## config.mk

```make
export PLATFORM = sky130hd
export DESIGN_NAME = sevenseg_scan_ctrl_flat
export DESIGN_NICKNAME = d
export VERILOG_FILES = /design/src/rtl/sevenseg_scan_ctrl_if.sv /design/src/rtl/sevenseg_scan_ctrl.sv /design/src/flat_wrapper.sv
export SDC_FILE = /design/constraint.sdc
export NUM_CORES = 1
export LEC_CHECK = 0
export BUFFER_PORTS_ARGS = -buffer_cell sky130_fd_sc_hd__buf_2
export CORE_ASPECT_RATIO = 2
export CORE_MARGIN = 2
export CORE_UTILIZATION = 34
export DETAILED_ROUTE_END_ITERATION = 8
export PLACE_DENSITY = 0.51
export SYNTH_ARGS = -nofsm -noshare
export SYNTH_HDL_FRONTEND = slang
export SYNTH_SLANG_ARGS = --single-unit
```

## constraint.sdc

```tcl
create_clock -name clk -period 2.6 [get_ports clk]
set_input_delay 0.52 -clock clk [delete_from_list [all_inputs] [get_ports clk]]
set_output_delay 0.52 -clock clk [all_outputs]
set_load 0.02 [all_outputs]
```

## src/rtl/sevenseg_scan_ctrl_if.sv

```systemverilog
// Load handshake, display controls and pin outputs
// of the scanned seven-segment driver.
interface sevenseg_scan_ctrl_if #(
    parameter int N_DIGITS = 4,
    parameter int BIN_W    = 16
);
    logic [BIN_W-1:0]    bin_in;
    logic                load;
    logic                ready;
    logic [1:0]          mode;
    logic                lz_blank;
    logic                ovf;
    logic [N_DIGITS-1:0] an;
    logic [6:0]          seg;

    modport master (
        output bin_in, load, mode, lz_blank,
        input  ready, ovf, an, seg
    );

    modport slave (
        input  bin_in, load, mode, lz_blank,
        output ready, ovf, an, seg
    );
endinterface

```

## src/rtl/sevenseg_scan_ctrl.sv

```systemverilog
// Binary-to-BCD (shift-add-3) converter feeding a
// time-multiplexed N-digit seven-segment scanner.
module sevenseg_scan_ctrl #(
    parameter int N_DIGITS    = 4,
    parameter int BIN_W       = 16,
    parameter int SCAN_DIV    = 50000,
    parameter bit SEG_ACT_LOW = 1'b0,
    parameter bit AN_ACT_LOW  = 1'b1
) (
    input logic                clk,
    input logic                rst_n,
    sevenseg_scan_ctrl_if.slave bus
);

    localparam int BCD_CALC = (BIN_W * 302 + 999) / 1000 + 1;
    localparam int BCD_D    = (BCD_CALC < N_DIGITS) ? N_DIGITS : BCD_CALC;
    localparam int BCD_W    = BCD_D * 4;
    localparam int DISP_W   = N_DIGITS * 4;
    localparam int CNT_W    = $clog2(BIN_W);
    localparam int IDX_W    = $clog2(N_DIGITS);
    localparam int PRE_W    = $clog2(SCAN_DIV);

    localparam logic [CNT_W-1:0] CNT_LAST = CNT_W'(BIN_W - 1);
    localparam logic [IDX_W-1:0] IDX_LAST = IDX_W'(N_DIGITS - 1);
    localparam logic [PRE_W-1:0] PRE_LAST = PRE_W'(SCAN_DIV - 1);

    localparam logic [6:0] G_DASH  = 7'b0000001;
    localparam logic [6:0] G_BLANK = 7'b0000000;
    localparam logic [6:0] G_ALL   = 7'b1111111;

    localparam logic [6:0] SEG_OFF =
        SEG_ACT_LOW ? 7'h7F : 7'h00;
    localparam logic [N_DIGITS-1:0] AN_OFF =
        AN_ACT_LOW ? {N_DIGITS{1'b1}} : {N_DIGITS{1'b0}};

    typedef enum logic [1:0] {
        S_IDLE,
        S_SHIFT,
        S_COMMIT
    } state_t;

    state_t              r_state;
    logic [BIN_W-1:0]    r_bin;
    logic [BCD_W-1:0]    r_bcd;
    logic [CNT_W-1:0]    r_cnt;
    logic [DISP_W-1:0]   r_disp;
    logic                r_ovf;
    logic                r_ready;
    logic [PRE_W-1:0]    r_pre;
    logic [IDX_W-1:0]    r_idx;
    logic [N_DIGITS-1:0] r_an;
    logic [6:0]          r_seg;

    logic [BCD_W-1:0]    w_adj;
    logic                w_hi_nz;
    logic [3:0]          w_nib;
    logic                w_zero_up;
    logic                w_lz;
    logic [6:0]          w_glyph;
    logic [N_DIGITS-1:0] w_onehot;

    function automatic logic [6:0] f_glyph(input logic [3:0] d);
        case (d)
            4'd0:    f_glyph = 7'b1111110;
            4'd1:    f_glyph = 7'b0110000;
            4'd2:    f_glyph = 7'b1101101;
            4'd3:    f_glyph = 7'b1111001;
            4'd4:    f_glyph = 7'b0110011;
            4'd5:    f_glyph = 7'b1011011;
            4'd6:    f_glyph = 7'b1011111;
            4'd7:    f_glyph = 7'b1110000;
            4'd8:    f_glyph = 7'b1111111;
            4'd9:    f_glyph = 7'b1111011;
            default: f_glyph = 7'b0000000;
        endcase
    endfunction

    // Add-3 correction of every BCD nibble ahead of the next shift
    always_comb begin
        w_adj = r_bcd;
        for (int i = 0; i < BCD_D; i++) begin
            if (r_bcd[i*4 +: 4] >= 4'd5) begin
                w_adj[i*4 +: 4] = r_bcd[i*4 +: 4] + 4'd3;
            end
        end
    end

    generate
        if (BCD_D > N_DIGITS) begin : g_hi
            assign w_hi_nz = |r_bcd[BCD_W-1:DISP_W];
        end else begin : g_no_hi
            assign w_hi_nz = 1'b0;
        end
    endgenerate

    // Conversion FSM: capture, BIN_W shift steps, then commit
    always_ff @(posedge clk or negedge rst_n) begin
        if (!rst_n) begin
            r_state <= S_IDLE;
            r_bin   <= '0;
            r_bcd   <= '0;
            r_cnt   <= '0;
            r_disp  <= '0;
            r_ovf   <= 1'b0;
            r_ready <= 1'b1;
        end else begin
            unique case (r_state)
                S_IDLE: begin
                    if (bus.load) begin
                        r_bin   <= bus.bin_in;
                        r_bcd   <= '0;
                        r_cnt   <= '0;
                        r_ready <= 1'b0;
                        r_state <= S_SHIFT;
                    end
                end
                S_SHIFT: begin
                    r_bcd <= {w_adj[BCD_W-2:0], r_bin[BIN_W-1]};
                    r_bin <= r_bin << 1;
                    r_cnt <= r_cnt + CNT_W'(1);
                    if (r_cnt == CNT_LAST) begin
                        r_state <= S_COMMIT;
                    end
                end
                S_COMMIT: begin
                    r_disp  <= r_bcd[DISP_W-1:0];
                    r_ovf   <= w_hi_nz;
                    r_ready <= 1'b1;
                    r_state <= S_IDLE;
                end
                default: begin
                    r_ready <= 1'b1;
                    r_state <= S_IDLE;
                end
            endcase
        end
    end

    // Prescaler and digit scan index
    always_ff @(posedge clk or negedge rst_n) begin
        if (!rst_n) begin
            r_pre <= '0;
            r_idx <= '0;
        end else if (r_pre == PRE_LAST) begin
            r_pre <= '0;
            r_idx <= (r_idx == IDX_LAST) ? '0 : r_idx + IDX_W'(1);
        end else begin
            r_pre <= r_pre + PRE_W'(1);
        end
    end

    // Glyph for the current slot from mode, overflow and blanking
    always_comb begin
        w_nib     = 4'd0;
        w_zero_up = 1'b1;
        for (int i = 0; i < N_DIGITS; i++) begin
            if (r_idx == IDX_W'(i)) begin
                w_nib = r_disp[i*4 +: 4];
            end
            if (IDX_W'(i) >= r_idx && r_disp[i*4 +: 4] != 4'd0) begin
                w_zero_up = 1'b0;
            end
        end
        w_lz     = bus.lz_blank && (r_idx != '0) && w_zero_up;
        w_onehot = N_DIGITS'(1) << r_idx;
        w_glyph  = G_BLANK;
        unique case (bus.mode)
            2'd0: begin
                if (r_ovf) begin
                    w_glyph = G_DASH;
                end else if (w_lz) begin
                    w_glyph = G_BLANK;
                end else begin
                    w_glyph = f_glyph(w_nib);
                end
            end
            2'd1:    w_glyph = G_DASH;
            2'd2:    w_glyph = G_BLANK;
            default: w_glyph = G_ALL;
        endcase
    end

    // Registered pin drivers with polarity applied at the input
    always_ff @(posedge clk or negedge rst_n) begin
        if (!rst_n) begin
            r_an  <= AN_OFF;
            r_seg <= SEG_OFF;
        end else begin
            r_an  <= AN_ACT_LOW ? ~w_onehot : w_onehot;
            r_seg <= SEG_ACT_LOW ? ~w_glyph : w_glyph;
        end
    end

    assign bus.ready = r_ready;
    assign bus.ovf   = r_ovf;
    assign bus.an    = r_an;
    assign bus.seg   = r_seg;

endmodule
```

## src/flat_wrapper.sv

```systemverilog
// flat-port wrapper written by rule: the top's interface ports become plain ports
module sevenseg_scan_ctrl_flat 
#(
    parameter int N_DIGITS    = 4,
    parameter int BIN_W       = 16,
    parameter int SCAN_DIV    = 50000,
    parameter bit SEG_ACT_LOW = 1'b0,
    parameter bit AN_ACT_LOW  = 1'b1
)
  (clk, rst_n, bus_bin_in, bus_load, bus_mode, bus_lz_blank, bus_ready, bus_ovf, bus_an, bus_seg);
  sevenseg_scan_ctrl_if #(.N_DIGITS(N_DIGITS), .BIN_W(BIN_W)) bus_i ();
  input logic clk;
  input logic rst_n;
  input wire logic [$bits(bus_i.bin_in)-1:0] bus_bin_in;
  input wire logic [$bits(bus_i.load)-1:0] bus_load;
  input wire logic [$bits(bus_i.mode)-1:0] bus_mode;
  input wire logic [$bits(bus_i.lz_blank)-1:0] bus_lz_blank;
  output wire logic [$bits(bus_i.ready)-1:0] bus_ready;
  output wire logic [$bits(bus_i.ovf)-1:0] bus_ovf;
  output wire logic [$bits(bus_i.an)-1:0] bus_an;
  output wire logic [$bits(bus_i.seg)-1:0] bus_seg;
  assign bus_i.bin_in = bus_bin_in;
  assign bus_i.load = bus_load;
  assign bus_i.mode = bus_mode;
  assign bus_i.lz_blank = bus_lz_blank;
  assign bus_ready = bus_i.ready;
  assign bus_ovf = bus_i.ovf;
  assign bus_an = bus_i.an;
  assign bus_seg = bus_i.seg;
  sevenseg_scan_ctrl #(.N_DIGITS(N_DIGITS), .BIN_W(BIN_W), .SCAN_DIV(SCAN_DIV), .SEG_ACT_LOW(SEG_ACT_LOW), .AN_ACT_LOW(AN_ACT_LOW)) u_core (.clk(clk), .rst_n(rst_n), .bus(bus_i));
endmodule
```

# After elaboration in Yosys (flattened, before gate mapping)
# Memories as Yosys holds them, arrays and structs flattened.
# Index checks and enable logic that the tools add are counted.
# totals
ramBits	0
reg_bits	93
latch_bits	0
mem_count	1
mem_bits_ro	112
wordCells	94
inputBits	22
# op_classes
reduce_logical	19
mux	30
bitwise_logic	2
n_mul	0
eq_ne	11
n_div	0
shifts	1
magnitude_cmp	10
n_addsub	9
# mem_list
memory	words	word_bits	read_ports	rd_ports_with_merged_regs	wr	line	rtl
(name not given)	16	7	1	0	0	sevenseg_scan_ctrl.sv:63	case (d)
# ops
cell	n
$pmux W24 S2	1
$mux W4	10
$mux W16	2
$pmux W16 S2	1
$ge A4 B3 Y1 const B	6
$mux W24	1
$pmux W7 S3	1
$add A4 B2 Y4 const B	5
$add A16 B1 Y16 const B	1
$eq A16 B16 Y1 const B	1
$reduce_bool A4 Y1	4
$mux W7	2
$eq A2 B2 Y1 const B	4
$pmux W4 S2	1
$reduce_or A8 Y1	1
$eq A2 B1 Y1 const B	3
$logic_and A1 B1 Y1	6
$logic_not A2 Y1	3
$mux W2	3
$reduce_and A2 Y1	3
$mux W1	5
$add A4 B1 Y4 const B	1
$eq A4 B4 Y1 const B	1
$ge A1 B2 Y1 const A	2
other kinds (12)	14

# Depth between registers and ports, before layout
# Gate-level depths: netlist (run 1).
# logic_depth
depth_word	10
ltp_mapped	13
ltp_nobuf	12

# Worst setup path after synthesis (run 1)
# No wires, ideal clock.
# synth_timing
path_type	register to register
startpoint	register u_core.r_idx[1]
endpoint	register u_core.r_seg[0], in the netlist u_core.bus.seg[0]
t_required_ns	2.535
setup_ns	0.065
arrival_time_ns	2.059
setup_slack_ns	0.476
stages_incl_launch_ff	14
period_less_slack_ns	2.124
path_cell_list	dfrtp_1 -> inv_1 -> ha_1 -> buf_4 -> inv_2 -> nand3_1 -> a21oi_1 -> a21oi_1 -> nor2_1 -> a21o_2 -> ha_1 -> or3_4 -> o21ai_2 -> o22a_1
# synth_via
elab_chain_cells	10
word_cells_on_any_way	27
# synth_rtl
item	line	rtl
start: declaration	sevenseg_scan_ctrl.sv:50	logic [IDX_W-1:0] r_idx;
start signal: assignment	sevenseg_scan_ctrl.sv:146	r_idx <= (r_idx == IDX_LAST) ? '0 : r_idx + IDX_W'(1);
branches (longest 7 deep; another with $mem_v2 Z16 W7)	n/a	
$mux W7 (*)	sevenseg_scan_ctrl.sv:171	end else if (w_lz) begin
$mux W7 (*)	sevenseg_scan_ctrl.sv:169	if (r_ovf) begin
$pmux W7 S3 (*)	sevenseg_scan_ctrl.sv:167	unique case (bus.mode)
net u_core.w_glyph[0]	sevenseg_scan_ctrl.sv:59	logic [6:0] w_glyph;
end signal: assignment	sevenseg_scan_ctrl.sv:190	r_seg <= SEG_ACT_LOW ? ~w_glyph : w_glyph;
end: declaration	sevenseg_scan_ctrl.sv:52	logic [6:0] r_seg;
# Mark *: on every way through the listed nets, which the timed path passes.
# A chain may end at the register's enable or synchronous reset.

# Worst setup path after layout (run 1)
# Ends and elaborated chain as after synthesis.

==> results of run 1 <==
==> per-stage QoR <==
step / total power, W / setup WS (ps) / hold WS (ps) / instance area [µm²]
3_3_place_gp: 0.00395 / 254 / 460 / 5030
4_1_cts: 0.00532 / 226 / 166 / 5320
3_5_place_dp: 0.00401 / 236 / 463 / 5030
5_1_grt: 0.00571 / 15.8 / 188 / 5320
6_report: 0.00524 / 222 / 154 / 5320
2_1_floorplan: 0.00351 / 476 / 224 / 4660
==> kinds of logic (layout without fill, tap and decap cells) <==
group           Yosys count  in the layout  synth area share
simple gates            147            147             0.151
compound gates           97             97             0.145
flops                    93             93             0.501
buf+inv                  43             84            0.0384
fa+ha+maj                28             28            0.0751
xor+xnor                 27             27            0.0507
mux                      16             16            0.0386
==> layout by cell type, fill, tap and decap left out, drive strengths merged, types with 2 or more instances in the layout <==
master,netlist,final
a211o,2,2
a21o,2,2
a21oi,18,18
a22oi,16,16
a32o,6,6
buf,9,44
clkbuf,10,9
clkinv,0,2
dfrtp,88,88
dfstp,5,5
ha,28,28
inv,24,28
mux2,16,16
nand2,56,56
nand2b,9,9
nand3,25,25
nand4,4,4
nor2,33,33
nor2b,3,3
nor3,4,4
nor4,4,4
o211ai,3,3
o21a,2,2
o21ai,25,25
o221ai,2,2
o22a,2,2
o22ai,4,4
o31ai,7,7
o32ai,5,5
xnor2,13,13
xor2,14,14
==> sequential cells by signal, indices dropped and copies added, names as in the netlist <==
name and flops:
u_core.bus.ready 1, u_core.r_cnt 4, u_core.r_state 2, u_core.r_pre 16
u_core.r_bcd 24, u_core.bus.seg 7, u_core.r_disp 16, u_core.r_bin 16
u_core.bus.an 4, u_core.r_idx 2, u_core.bus.ovf 1
==> report_power, final <==
part | switching [W] | internal, W | total (W)
logic | 0.000972 | 0.000765 | 0.00174
registers | 0.000353 | 0.00186 | 0.00221
clock network | 0.000619 | 0.000673 | 0.00129
total | 0.00194 | 0.00329 | 0.00524
==> routing by layer <==
layer	global-route usage	routed length [µm]	vias up
li1	-	-	1657
met1	0.157	3860	1641
met5	0	0	-
met3	0.0268	215	9
met4	0.0611	174	0
met2	0.266	5370	48
==> final timing paths <==
| kind | end | start | cells after the start |
|---|---|---|---|
| setup / recovery | u_core.bus.seg[0]$_DFF_PN0_ | u_core.r_idx[1]$_DFFE_PN0N_ | 12 |
| hold / removal | u_core.bus.seg[1]$_DFF_PN0_ | rst_n | 1 |
| setup reg to reg | u_core.bus.seg[0]$_DFF_PN0_ | u_core.r_idx[1]$_DFFE_PN0N_ | 12 |
| hold reg to reg | u_core.r_bin[7]$_DFFE_PN0P_ | u_core.r_bin[7]$_DFFE_PN0P_ | 2 |
| max in group asynchronous | u_core.bus.an[1]$_DFF_PN1_ | rst_n | 2 |
| min in group clk | u_core.r_bin[0]$_DFFE_PN0P_ | bus_bin_in[0] | 3 |
==> cell type report <==
type / count / area, µm²
clock buffers: 9 / 225
repair buffers: 44 / 260
inverters: 24 / 90.1
well taps: 155 / 194
multi-input cells: 315 / 2150
fillers: 1328 / 8120
flip-flops and latches: 93 / 2330
clock inverters: 7 / 65.1
==> worst reg2reg max path, cell delays in order (launching register included) <==
cell and delay (ps):
dfrtp_1 440, inv_1 120, ha_1 300, inv_2 90, nand3_1 80, a21oi_1 70
a21oi_1 120, nor2_1 70, a21o_2 210, ha_1 170, or3_4 390, o21ai_2 120
o22a_1 140
==> impl_metrics.env, run 1 <==
export IMPL_status="finished, final reports clean"
export IMPL_grt_pass1_vias=3522
export IMPL_yosysTopAreaCellShare=0.472
export IMPL_dp_cells=631
export IMPL_setup_viol=0
export IMPL_start_util=0.347
export IMPL_maxCapViolCount=0
export IMPL_maxSlewViolCount=0
export IMPL_clk_pin_slew_worst_paths_ps=70
export IMPL_fp_dieArea_um2=14700
export IMPL_postLayoutCoreUtil=0.396
export IMPL_ys_top_cells_by_area="dfrtp_1 (47%), ha_1 (7.5%), nand2_1 (4.5%)"
export IMPL_cts_sinks=93
export IMPL_die_y_um=170
export IMPL_fin_cells=647
export IMPL_synth_most_common_cell="dfrtp_1"
export IMPL_dpl_hpwl_um=6980
export IMPL_cp_start_kind="register"
export IMPL_hp_class="in2async"
export IMPL_routed_via_density=5.19
export IMPL_post_cts_resized=0
export IMPL_ys_ff_latch=93
export IMPL_crit_chain="inv_1, ha_1, inv_2, nand3_1, a21oi_1, a21oi_1, nor2_1, a21o_2, ha_1, or3_4, o21ai_2, o22a_1"
export IMPL_netlist_instances=451
export IMPL_cp_top_family="compound AO/OA/AOI/OAI gates"
export IMPL_yosysWarnings=0
export IMPL_power_density_nw_per_um2=984
export IMPL_cts_buffer_depth=2
export IMPL_grt_pass1_wl_um=16900
export IMPL_num_rows=60
export IMPL_hold_viol=0
export IMPL_fin_nets=537
export IMPL_h_tree_depth=3
export IMPL_tightest_slew_ps=546
export IMPL_die_x_um=86.8
export IMPL_synth_area_leader_cell="dfrtp_1"
export IMPL_ir_drop_mv=0.511
export IMPL_ys_async_sr_fraction=1.00
export IMPL_core_area_um2=13400
export IMPL_io_buffer_count=34
export IMPL_wire_per_inst_um=14.9
export IMPL_worstPathMaxFanout=8
export IMPL_clockRootBuffer="clkbuf_16"
export IMPL_io_pins=35
export IMPL_syn_avg_cell_area_um2=10.3
export IMPL_p_leak_nw=2.50
export IMPL_max_slew_margin_rel=0.636
export IMPL_synth_distinct_cells=54
export IMPL_routed_wl_um=9620
export IMPL_clock_skew_ps=8.62
export IMPL_setup_tns_ps=0
export IMPL_finalCritPeriodShare=0.915
export IMPL_drive_gt1_frac=0.201
export IMPL_dr_total_vias=3355
export IMPL_place_gp_congestion=0.802
export IMPL_critical_path_class="reg2reg"
export IMPL_rsz0062_at_grt="no"
export IMPL_endpoint_kind="register"
export IMPL_syn_num_nets=501
export IMPL_cts_setup_buffers=0
export IMPL_grt_max_degree=41
export IMPL_dr_first_iter_drc_count=162
export IMPL_cts_hold_buf=0
export IMPL_period_needed_ps=2380
export IMPL_cts_tree="done"
export IMPL_critPathRequiredTime_ps=2880
export IMPL_max_stage_delay_ps=440
export IMPL_synth_common_cells="dfrtp_1 (88), nand2_1 (56), nor2_1 (33)"
export IMPL_gr_total_overflow=0
export IMPL_antenna_found_initial=0
export IMPL_drtPass1Iterations=4
export IMPL_ys_flop_type="dfrtp_1"
export IMPL_final_antenna_net_count=0
export IMPL_drc=0
export IMPL_numCtsBuffers=9
export IMPL_antenna_cells=0
export IMPL_critical_path_buf_inv_count=2
export IMPL_timing_fmax_ghz=0.421
export IMPL_reg2reg_slack_ps=220
export IMPL_syn2layout_area_growth_pct=14.2
export IMPL_crit_slowest_cell="dfrtp_1"
export IMPL_clk_insertion_delay_late_ps=340
export IMPL_yosysSeqAreaShare=0.501
export IMPL_synth_cell_area_um2=4660
export IMPL_synth_edf_count=0
export IMPL_arrival_ps=2660
export IMPL_grt_usage=0.145
No activity file was read; power rests on OpenSTA's default activity.
==> inputs of run 2 (changes only) <==
--- a/config.mk
+++ b/config.mk
@@ -6,11 +6,11 @@
 export NUM_CORES = 1
 export LEC_CHECK = 0
 export BUFFER_PORTS_ARGS = -buffer_cell sky130_fd_sc_hd__buf_2
-export CORE_ASPECT_RATIO = 2
+export CORE_ASPECT_RATIO = 1.75
 export CORE_MARGIN = 2
-export CORE_UTILIZATION = 34
+export CORE_UTILIZATION = 30
 export DETAILED_ROUTE_END_ITERATION = 8
-export PLACE_DENSITY = 0.51
+export PLACE_DENSITY = 0.47
 export SYNTH_ARGS = -nofsm -noshare
 export SYNTH_HDL_FRONTEND = slang
 export SYNTH_SLANG_ARGS = --single-unit
==> impl_metrics.env, run 2 (synthesis gave the netlist of run 1 again) <==
export IMPL_status="finished, final reports clean"
export IMPL_maxCapViolCount=0
export IMPL_rsz0062_at_grt="no"
export IMPL_die_y_um=169
export IMPL_power_frac_comb=0.328
export IMPL_crit_chain="inv_1, ha_1, inv_2, nand3_1, a21oi_1, a21oi_1, nor2_1, a21o_2, ha_1, or3_4, o21ai_2, o22a_1"
export IMPL_timing_fmax_ghz=0.421
export IMPL_ir_drop_mv=0.408
export IMPL_gr_total_overflow=0
export IMPL_clock_skew_ps=5.44
export IMPL_final_cell_mix="dfrtp_1 (88), nand2_1 (56), buf_2 (33)"
export IMPL_routed_via_density=4.92
export IMPL_p_leak_nw=2.50
export IMPL_io_pins=35
export IMPL_hold_viol=0
export IMPL_dr_total_vias=3338
export IMPL_antenna_found_initial=0
export IMPL_crit_slowest_cell="dfrtp_1"
export IMPL_seq_power_share=0.418
export IMPL_fillers=1603
export IMPL_h_tree_depth=3
export IMPL_p_sw_w=0.00192
export IMPL_rr_startpoint="u_core.r_idx[1]$_DFFE_PN0N_"
export IMPL_power_w=0.00530
export IMPL_core_area_um2=15300
export IMPL_postLayoutCoreUtil=0.351
export IMPL_cts_hold_buf=0
export IMPL_r2r_end="u_core.bus.seg[0]$_DFF_PN0_"
export IMPL_cp_start_kind="register"
export IMPL_grt_usage=0.122
export IMPL_grt_pass1_vias=3458
export IMPL_hp_class="in2async"
export IMPL_cts_sinks=93
export IMPL_clk_pin_slew_worst_paths_ps=70
export IMPL_max_slew_margin_rel=0.636
export IMPL_dpl_hpwl_um=6860
export IMPL_wire_per_inst_um=14.0
export IMPL_power_density_nw_per_um2=986
export IMPL_crit_end="u_core.bus.seg[0]$_DFF_PN0_"
export IMPL_worstPathMaxFanout=8
export IMPL_max_stage_delay_ps=440
export IMPL_cts_buffer_depth=2
export IMPL_finalCritPeriodShare=0.914
export IMPL_drc=0
export IMPL_place_gp_congestion=0.740
export IMPL_routed_wl_um=9490
export IMPL_period_needed_ps=2380
export IMPL_setup_viol=0
export IMPL_tightest_slew_ps=547
export IMPL_layout_commonest_cell="dfrtp_1"
export IMPL_critPathRequiredTime_ps=2880
export IMPL_cts_setup_buffers=0
export IMPL_antenna_cells=0
export IMPL_reg2regPathDepth=12
export IMPL_die_x_um=98.2
export IMPL_cts_tree="done"
export IMPL_fin_nets=537
export IMPL_dr_first_iter_drc_count=136
export IMPL_power_frac_clock=0.254
export IMPL_reg2reg_slack_ps=220
export IMPL_clk_insertion_delay_late_ps=340
export IMPL_drive_gt1_frac=0.201
export IMPL_fp_dieArea_um2=16600
export IMPL_numCtsBuffers=9
export IMPL_largest_register_ffs=24
export IMPL_sw_frac_of_total=0.361
export IMPL_regMostFlops="u_core.r_bcd"
export IMPL_grt_pass1_wl_um=16500
export IMPL_crit_start="u_core.r_idx[1]$_DFFE_PN0N_"
export IMPL_post_cts_resized=0
export IMPL_maxSlewViolCount=0
export IMPL_clockRootBuffer="clkbuf_16"
export IMPL_syn2layout_area_growth_pct=15.3
export IMPL_final_antenna_net_count=0
export IMPL_start_util=0.304
export IMPL_num_rows=60
export IMPL_grt_max_degree=54
export IMPL_setup_tns_ps=0
export IMPL_drtPass1Iterations=4
export IMPL_endpoint_kind="register"
export IMPL_critical_path_class="reg2reg"
export IMPL_io_buffer_count=34
export IMPL_arrival_ps=2660
export IMPL_intPower_w=0.00338
run 2: worst min-delay path by stage:
| stage | from | end | slack [ps] | cells after the start |
|---|---|---|---|---|
| finish | rst_n | u_core.bus.seg[1]$_DFF_PN0_ | 160 | 1 |
| global route | rst_n | u_core.bus.seg[1]$_DFF_PN0_ | 200 | 1 |
| CTS | rst_n | u_core.bus.seg[5]$_DFF_PN0_ | 180 | 1 |
| detailed placement | u_core.r_bin[12]$_DFFE_PN0P_ | u_core.r_bin[12]$_DFFE_PN0P_ | 460 | 2 |
| global placement | u_core.r_bin[14]$_DFFE_PN0P_ | u_core.r_bin[14]$_DFFE_PN0P_ | 460 | 2 |
| floorplan | rst_n | u_core.bus.ovf$_DFFE_PN0N_ | 220 | 0 |
run 2: routing by layer:
| metal | share of wire | global-route usage |
|---|---|---|
| met5 | 0 | 0 |
| met4 | 0.014 | 0.0465 |
| met3 | 0.027 | 0.0239 |
| met2 | 0.53 | 0.225 |
| met1 | 0.43 | 0.138 |
run 2: stage by stage:
step / cell area, µm² / hold WS [ps] / setup WS, ps / cells
2_1_floorplan: 4660 / 224 / 476 / 451
3_3_place_gp: 5070 / 460 / 261 / 662
3_5_place_dp: 5070 / 463 / 241 / 662
4_1_cts: 5380 / 177 / 224 / 678
5_1_grt: 5380 / 198 / 73.4 / 678
6_report: 5380 / 158 / 223 / 678
run 2: area by class of cell:
type / count / area [µm²] / share of cell area
Clock buffer: 9 / 225 / 0.0419
Clock inverter: 7 / 80.1 / 0.0149
Inverter: 24 / 90.1 / 0.0168
Multi-Input combinational cell: 315 / 2150 / 0.401
Sequential cell: 93 / 2330 / 0.434
Tap cell: 186 / 233 / 0.0433
Timing Repair Buffer: 44 / 260 / 0.0484
run 2: power groups by stage:
| stage | Combinational [W] | Clock [W] | Sequential [W] |
|---|---|---|---|
| 2_1_floorplan | 0.00134 | 0 | 0.00217 |
| 3_3_place_gp | 0.00173 | 0 | 0.00223 |
| 3_5_place_dp | 0.00176 | 0 | 0.00224 |
| 4_1_cts | 0.00177 | 0.00140 | 0.00222 |
| 5_1_grt | 0.00200 | 0.00146 | 0.00228 |
| 6_report | 0.00174 | 0.00134 | 0.00221 |
run 2: critical path, delay by kind of cell, from the launching register on:
kind | cells | cell delay [ps]
adder cells (fa/ha/maj) | 2 | 490
buffers and inverters | 2 | 210
flip-flops | 1 | 440
AO/OA/AOI/OAI | 5 | 640
AND/OR/NAND/NOR | 3 | 530
